===== src/rtl/obi_axi_bridge.sv =====
// OBI-to-AXI4 bridge: one core-side OBI port onto an AXI4 manager port.
// Single-beat transactions with a constant ID. Completions return to OBI
// in request order, and AXI SLVERR/DECERR come back as an OBI error.

package obi_axi_bridge_pkg;

  localparam int unsigned ADDR_W = 32;
  localparam int unsigned DATA_W = 32;
  localparam int unsigned ID_W   = 2;
  localparam int unsigned USER_W = 1;

  typedef struct packed {
    logic [ID_W-1:0]   id;
    logic [ADDR_W-1:0] addr;
    logic [7:0]        len;
    logic [2:0]        size;
    logic [1:0]        burst;
    logic              lock;
    logic [3:0]        cache;
    logic [2:0]        prot;
    logic [3:0]        qos;
    logic [3:0]        region;
    logic [5:0]        atop;
    logic [USER_W-1:0] user;
  } aw_chan_t;

  typedef struct packed {
    logic [DATA_W-1:0]   data;
    logic [DATA_W/8-1:0] strb;
    logic                last;
    logic [USER_W-1:0]   user;
  } w_chan_t;

  typedef struct packed {
    logic [ID_W-1:0]   id;
    logic [1:0]        resp;
    logic [USER_W-1:0] user;
  } b_chan_t;

  typedef struct packed {
    logic [ID_W-1:0]   id;
    logic [ADDR_W-1:0] addr;
    logic [7:0]        len;
    logic [2:0]        size;
    logic [1:0]        burst;
    logic              lock;
    logic [3:0]        cache;
    logic [2:0]        prot;
    logic [3:0]        qos;
    logic [3:0]        region;
    logic [USER_W-1:0] user;
  } ar_chan_t;

  typedef struct packed {
    logic [ID_W-1:0]   id;
    logic [DATA_W-1:0] data;
    logic [1:0]        resp;
    logic              last;
    logic [USER_W-1:0] user;
  } r_chan_t;

  typedef struct packed {
    aw_chan_t aw;
    logic     aw_valid;
    w_chan_t  w;
    logic     w_valid;
    logic     b_ready;
    ar_chan_t ar;
    logic     ar_valid;
    logic     r_ready;
  } axi_req_t;

  typedef struct packed {
    logic    aw_ready;
    logic    ar_ready;
    logic    w_ready;
    logic    b_valid;
    b_chan_t b;
    logic    r_valid;
    r_chan_t r;
  } axi_rsp_t;

endpackage

module obi_axi_bridge #(
  parameter int unsigned ADDR_WIDTH      = 32,
  parameter int unsigned DATA_WIDTH      = 32,
  parameter int unsigned AXI_ID_WIDTH    = 2,
  parameter int unsigned AXI_ID          = 0,
  parameter int unsigned MAX_OUTSTANDING = 4,
  parameter type axi_req_t = obi_axi_bridge_pkg::axi_req_t,
  parameter type axi_rsp_t = obi_axi_bridge_pkg::axi_rsp_t
) (
  input  logic                      clk_i,
  input  logic                      rst_ni,
  input  logic                      req_i,
  output logic                      gnt_o,
  input  logic [ADDR_WIDTH-1:0]     addr_i,
  input  logic                      we_i,
  input  logic [DATA_WIDTH/8-1:0]   be_i,
  input  logic [DATA_WIDTH-1:0]     wdata_i,
  output logic                      rvalid_o,
  output logic [DATA_WIDTH-1:0]     rdata_o,
  output logic                      err_o,
  output axi_req_t                  axi_req_o,
  input  axi_rsp_t                  axi_rsp_i
);

  // Handshake semantics: on every AXI channel a transfer happens on the
  // rising edge where valid and ready are both high; valid never waits on
  // ready and, once raised, stays up with stable payload until that edge.
  // On OBI, a request transfers in the cycle where req_i and gnt_o are both
  // high; rvalid_o is a single-cycle pulse per completed transaction.

  localparam int unsigned CNT_W = $clog2(MAX_OUTSTANDING + 1);
  localparam int unsigned PTR_W = (MAX_OUTSTANDING > 1) ? $clog2(MAX_OUTSTANDING) : 1;
  localparam logic [CNT_W-1:0] CNT_MAX  = CNT_W'(MAX_OUTSTANDING);
  localparam logic [PTR_W-1:0] PTR_LAST = PTR_W'(MAX_OUTSTANDING - 1);
  localparam logic [2:0]       AXI_SIZE = 3'($clog2(DATA_WIDTH / 8));

  // Channel slots
  logic                    ar_valid_q;
  logic [ADDR_WIDTH-1:0]   ar_addr_q;
  logic                    aw_valid_q;
  logic [ADDR_WIDTH-1:0]   aw_addr_q;
  logic                    w_valid_q;
  logic [DATA_WIDTH-1:0]   w_data_q;
  logic [DATA_WIDTH/8-1:0] w_strb_q;

  // Order FIFO: one bit per outstanding transaction, 1 = write
  logic [MAX_OUTSTANDING-1:0] order_q;
  logic [PTR_W-1:0]           wr_ptr_q;
  logic [PTR_W-1:0]           rd_ptr_q;
  logic [CNT_W-1:0]           count_q;

  // Registered completion
  logic                  rvalid_q;
  logic                  err_q;
  logic [DATA_WIDTH-1:0] rdata_q;

  logic ar_hs, aw_hs, w_hs, r_hs, b_hs;
  logic slot_free, fifo_full, fifo_empty, head_we;
  logic r_ready, b_ready, push, pop;

  // r.last, r.id, b.id, user fields and resp[0] carry no information here
  logic unused_rsp;
  assign unused_rsp = ^{axi_rsp_i.r.id, axi_rsp_i.r.last, axi_rsp_i.r.user,
                        axi_rsp_i.r.resp[0], axi_rsp_i.b.id, axi_rsp_i.b.user,
                        axi_rsp_i.b.resp[0]};

  // Grant, ordering and handshake decode
  always_comb begin
    ar_hs      = ar_valid_q & axi_rsp_i.ar_ready;
    aw_hs      = aw_valid_q & axi_rsp_i.aw_ready;
    w_hs       = w_valid_q & axi_rsp_i.w_ready;
    // A write needs both its slots; a slot draining this cycle counts as free.
    slot_free  = we_i ? ((~aw_valid_q | axi_rsp_i.aw_ready) & (~w_valid_q | axi_rsp_i.w_ready))
                      : (~ar_valid_q | axi_rsp_i.ar_ready);
    // A pop in the same cycle does not make room: full means no grant.
    fifo_full  = (count_q == CNT_MAX);
    fifo_empty = (count_q == '0);
    gnt_o      = req_i & ~fifo_full & slot_free;
    head_we    = order_q[rd_ptr_q];
    // Only the response type at the FIFO head is accepted; the other stalls.
    r_ready    = ~fifo_empty & ~head_we;
    b_ready    = ~fifo_empty & head_we;
    r_hs       = axi_rsp_i.r_valid & r_ready;
    b_hs       = axi_rsp_i.b_valid & b_ready;
    push       = gnt_o;
    pop        = r_hs | b_hs;
  end

  // AXI request channels: slot contents plus constant single-beat attributes
  always_comb begin
    axi_req_o           = '0;
    axi_req_o.aw_valid  = aw_valid_q;
    axi_req_o.aw.id     = AXI_ID_WIDTH'(AXI_ID);
    axi_req_o.aw.addr   = aw_addr_q;
    axi_req_o.aw.len    = 8'd0;
    axi_req_o.aw.size   = AXI_SIZE;
    axi_req_o.aw.burst  = 2'b01;
    axi_req_o.aw.cache  = 4'b0010;
    axi_req_o.w_valid   = w_valid_q;
    axi_req_o.w.data    = w_data_q;
    axi_req_o.w.strb    = w_strb_q;
    axi_req_o.w.last    = 1'b1;
    axi_req_o.b_ready   = b_ready;
    axi_req_o.ar_valid  = ar_valid_q;
    axi_req_o.ar.id     = AXI_ID_WIDTH'(AXI_ID);
    axi_req_o.ar.addr   = ar_addr_q;
    axi_req_o.ar.len    = 8'd0;
    axi_req_o.ar.size   = AXI_SIZE;
    axi_req_o.ar.burst  = 2'b01;
    axi_req_o.ar.cache  = 4'b0010;
    axi_req_o.r_ready   = r_ready;
  end

  // Channel slots: load on grant, clear on their own handshake
  always_ff @(posedge clk_i or negedge rst_ni) begin
    if (!rst_ni) begin
      ar_valid_q <= 1'b0;
      ar_addr_q  <= '0;
      aw_valid_q <= 1'b0;
      aw_addr_q  <= '0;
      w_valid_q  <= 1'b0;
      w_data_q   <= '0;
      w_strb_q   <= '0;
    end else begin
      if (gnt_o && !we_i) begin
        ar_valid_q <= 1'b1;
        ar_addr_q  <= addr_i;
      end else if (ar_hs) begin
        ar_valid_q <= 1'b0;
      end
      if (gnt_o && we_i) begin
        aw_valid_q <= 1'b1;
        aw_addr_q  <= addr_i;
      end else if (aw_hs) begin
        aw_valid_q <= 1'b0;
      end
      if (gnt_o && we_i) begin
        w_valid_q <= 1'b1;
        w_data_q  <= wdata_i;
        w_strb_q  <= be_i;
      end else if (w_hs) begin
        w_valid_q <= 1'b0;
      end
    end
  end

  // Order FIFO: push the type on grant, pop on the head's response
  always_ff @(posedge clk_i or negedge rst_ni) begin
    if (!rst_ni) begin
      order_q  <= '0;
      wr_ptr_q <= '0;
      rd_ptr_q <= '0;
      count_q  <= '0;
    end else begin
      if (push) begin
        order_q[wr_ptr_q] <= we_i;
        wr_ptr_q          <= (wr_ptr_q == PTR_LAST) ? '0 : wr_ptr_q + 1'b1;
      end
      if (pop) begin
        rd_ptr_q <= (rd_ptr_q == PTR_LAST) ? '0 : rd_ptr_q + 1'b1;
      end
      if (push && !pop) begin
        count_q <= count_q + 1'b1;
      end else if (pop && !push) begin
        count_q <= count_q - 1'b1;
      end
    end
  end

  // Completion register: one rvalid_o pulse the cycle after each R/B handshake
  always_ff @(posedge clk_i or negedge rst_ni) begin
    if (!rst_ni) begin
      rvalid_q <= 1'b0;
      err_q    <= 1'b0;
      rdata_q  <= '0;
    end else begin
      rvalid_q <= pop;
      if (r_hs) begin
        err_q   <= axi_rsp_i.r.resp[1];
        rdata_q <= axi_rsp_i.r.data;
      end else if (b_hs) begin
        err_q   <= axi_rsp_i.b.resp[1];
        rdata_q <= '0;
      end else begin
        err_q   <= 1'b0;
        rdata_q <= '0;
      end
    end
  end

  assign rvalid_o = rvalid_q;
  assign err_o    = err_q;
  assign rdata_o  = rdata_q;

endmodule


===== config.mk =====
export PLATFORM = sky130hd
export DESIGN_NAME = obi_axi_bridge
export DESIGN_NICKNAME = d
export VERILOG_FILES = /design/src/rtl/obi_axi_bridge.sv
export SDC_FILE = /design/constraint.sdc
export NUM_CORES = 1
export LEC_CHECK = 0
export BUFFER_PORTS_ARGS = -buffer_cell sky130_fd_sc_hd__buf_2
export CELL_PAD_IN_SITES_DETAIL_PLACEMENT = 0
export CELL_PAD_IN_SITES_GLOBAL_PLACEMENT = 1
export CORE_ASPECT_RATIO = 0.9
export CORE_MARGIN = 2
export CORE_UTILIZATION = 34
export DETAILED_ROUTE_END_ITERATION = 6
export PLACE_DENSITY_LB_ADDON = 0.1
export SYNTH_ARGS = -nofsm -noshare
export SYNTH_HDL_FRONTEND = slang
export SYNTH_SLANG_ARGS = --single-unit

===== constraint.sdc =====
create_clock -name clk_i -period 3.1 [get_ports clk_i]
set_clock_uncertainty 0.05 [all_clocks]
set_input_delay 0.31 -clock clk_i [delete_from_list [all_inputs] [get_ports clk_i]]
set_output_delay 0.31 -clock clk_i [all_outputs]
set_load 0.01 [all_outputs]

==> impl_results.md <==
* Die area at 0.0194 mm²
* Post-route ant nets at 0
* Slew Limit Headroom at 48.2%
* Critical Path End: count_q[1]
* Final TNS setup at 0 ns
* Mux contribution to synthesized area at 19.4%
* Initial antenna violation count at 0
* Final hold violation count at 0
* Req. time, crit path at 3.35 ns
* Initial Util at 34.9%
* DIE HEIGHT at 132 µm
* Post-Synth Adder-Cell Area at 1.53%
* Fin nets at 822
* Total core area at 0.0178 mm²
* Final hold slack at 0.0424 ns
* Largest net degree at the start of global routing at 82
* Run status: completed
* CTS tree: built
* Yosys reg bits at 148
* Cell Area, Synth at 0.00621 mm²
* Layout cells sized above 1 at 55.5%
* Critical path type: flop to flop
* Post-synthesis compound-gate area fraction at 1.17%
* Dpl cells at 915
* Final Util at 44.9%
* Top-Level Pins at 332
* RSZ-0062 raised after global routing: false
* Clock slew at reported path FFs at 0.06 ns
* Antenna cell count at 0
* Worst setup EP type: flop
* R2r startpoint: rd_ptr_q[0]
* Tot GR Track Use at 15.4%
* Root Buffer: clkbuf_16
* Pre-antenna DRT Iters at 4
* Simple-gate share of the synthesized area at 6.12%
* CP Launch Type: flop
* Pwr/cell area at 960 mW/mm²
* Yosys cell types at 33
* Worst reg-to-reg path cell count at 8
* Register area share after synthesis at 59.6%
* Row count at 46
* Arrival @ worst endpoint at 2.86 ns
* Resized Gates After CTS at 0
* Fmax achieved at 0.382 GHz
* Drt via density at 4.15
* Clock Latency Late Sink at 0.42 ns
* Mean Syn Cell Area at 14.1 µm²
* Fin crit share at 84.4%
* IO buf count at 250
* Die width at 146 µm
* RePlAce Congestion at 0.764
* CTS max path bufs at 2
* Worst R2R End: count_q[1]
* Worst slew pin tran at 0.777 ns
* Max IR drop VDD at 0.364 mV
* Synth Instances at 440
* Leakage Power at 4.08 nW
* Slew Viols, Final at 0
* Drt wl/cell at 15.5 µm
* CP Max Fanout at 6
* Maxcap violations at 0
* Synth warn at 0
* CTS Buf Count at 17
* DRC at 0
* Dpl hpwl at 10.9 mm
* Grt ovf at 0
* Final setup fails at 0
* Post-layout min period at 2.62 ns
* Crit path launch: rd_ptr_q[0]
* Flop-to-flop setup slack at 0.48 ns
* Iteration-0 DRC Markers at 120
* Post-Route WL at 14.7 mm
* H-Tree Depth at 4
* CTS Sinks at 148
* Xor-xnor portion of the synthesized cell area at 0.423%
* Setup bufs post-CTS at 0
* First-pass GRT wire length at 22.9 mm
* Finished Layout Cells at 948
* Worst hold path class: input port to flop
* Area Growth Syn to Fin at 28.5%
* Vias at 3934
* Vias in the first global route at 4075
* Largest family of logic cells by synthesized area: multiplexers
==> through the flow <==
step	instance area, µm²	total power [mW]	worst slack, ns
after floorplan	6480	4.71	0.573
after CTS	7980	7.81	0.447
after detailed placement	7420	5.82	0.492
final	7980	7.67	0.483
after global placement	7420	5.75	0.565
after global routing	7980	8.18	0.333
==> timing repair <==
item | in CTS | in global routing
endpoints found under the setup margin | 0 | 0
endpoints found under the hold margin | 78 | 0
hold buffers | 1 | 0
==> worst max-delay path, stage by stage, from the launching register on <==
cell and delay (ns):
dfrtp_1 0.41, mux4_2 0.60, nor3b_2 0.24, a31o_2 0.19, inv_1 0.05, ha_1 0.19, inv_1 0.08, fa_1 0.41
mux2_2 0.26
==> placed cells by master, fill, tap and decap left out, drive strengths merged, types with 5 or more instances in the layout <==
master	Yosys	routed
dfrtp	148	148
buf	90	259
mux2	105	105
a21oi	5	5
nor2	9	9
clkbuf	4	20
inv	6	7
clkinv	0	7
ha	6	6
conb	2	72
and2	34	34
==> power by group <==
group	internal, mW	total (mW)	switching [mW]
clock network	1.12	1.94	0.815
registers	2.72	3.09	0.369
logic	1.30	2.63	1.33
==> flip-flops by register name (all words and copies together) (netlist names), 2 cells and up <==
register and flops:
order_q 4, w_data_q 32, count_q 3, rd_ptr_q 2
ar_addr_q 32, w_strb_q 4, aw_addr_q 32, rdata_o 32
wr_ptr_q 2
==> layout make-up <==
cell class	count	area (µm²)
fillers	1643	9800
flip-flops and latches	148	3700
multi-input cells	262	2060
repair buffers	260	1350
clock buffers	20	447
well taps	240	300
clock inverters	12	108
inverters	6	22.5
==> cell families after synthesis <==
family,Yosys count
mux,106
simple gates,62
other cells,2
compound gates,12
buf+inv,100
flops,148
xor+xnor,3
fa+ha+maj,7
==> Yosys cell counts (all sizes together) <==
cell	count	area (µm²)
and2	34	213
fa	1	20.0
nor3	1	5.00
a211o	1	8.76
nand2	4	15.0
mux4	1	22.5
ha	6	75.1
nor2	9	33.8
nand4	4	25.0
xor2	2	17.5
clkbuf	4	15.0
mux2	105	1180
buf	90	686
nand3b	1	7.51
conb	2	7.51
nor2b	1	6.26
dfrtp	148	3700
nand3	2	22.5
a31oi	4	25.0
or3b	1	8.76
nor3b	2	25.0
a31o	1	8.76
nand2b	3	18.8
inv	6	22.5
a21oi	5	25.0
xnor2	1	8.76
o21ai	1	5.00
==> routing by layer <==
layer / wire [µm] / global-route usage (%) / part of all wire, %
met1: 6100 / 18.7 / 42
met2: 6910 / 24.3 / 47
met3: 1490 / 7.09 / 10
met4: 160 / 5.07 / 1.1
met5: 0 / 0 / 0
==> how the worst min path moves through the flow <==
stage,startpoint,end,slack [ns],depth (start not counted)
finish,axi_rsp_i[7],rdata_o[3],0.04,2
global route,axi_rsp_i[31],rdata_o[27],0.03,2
CTS,axi_rsp_i[29],rdata_o[25],0.02,2
detailed placement,rst_ni,aw_addr_q[5],0.36,1
global placement,rst_ni,aw_addr_q[5],0.35,1
floorplan,rst_ni,ar_addr_q[0],-0.04,0
Note: power is estimated with default switching activity, not from simulation.
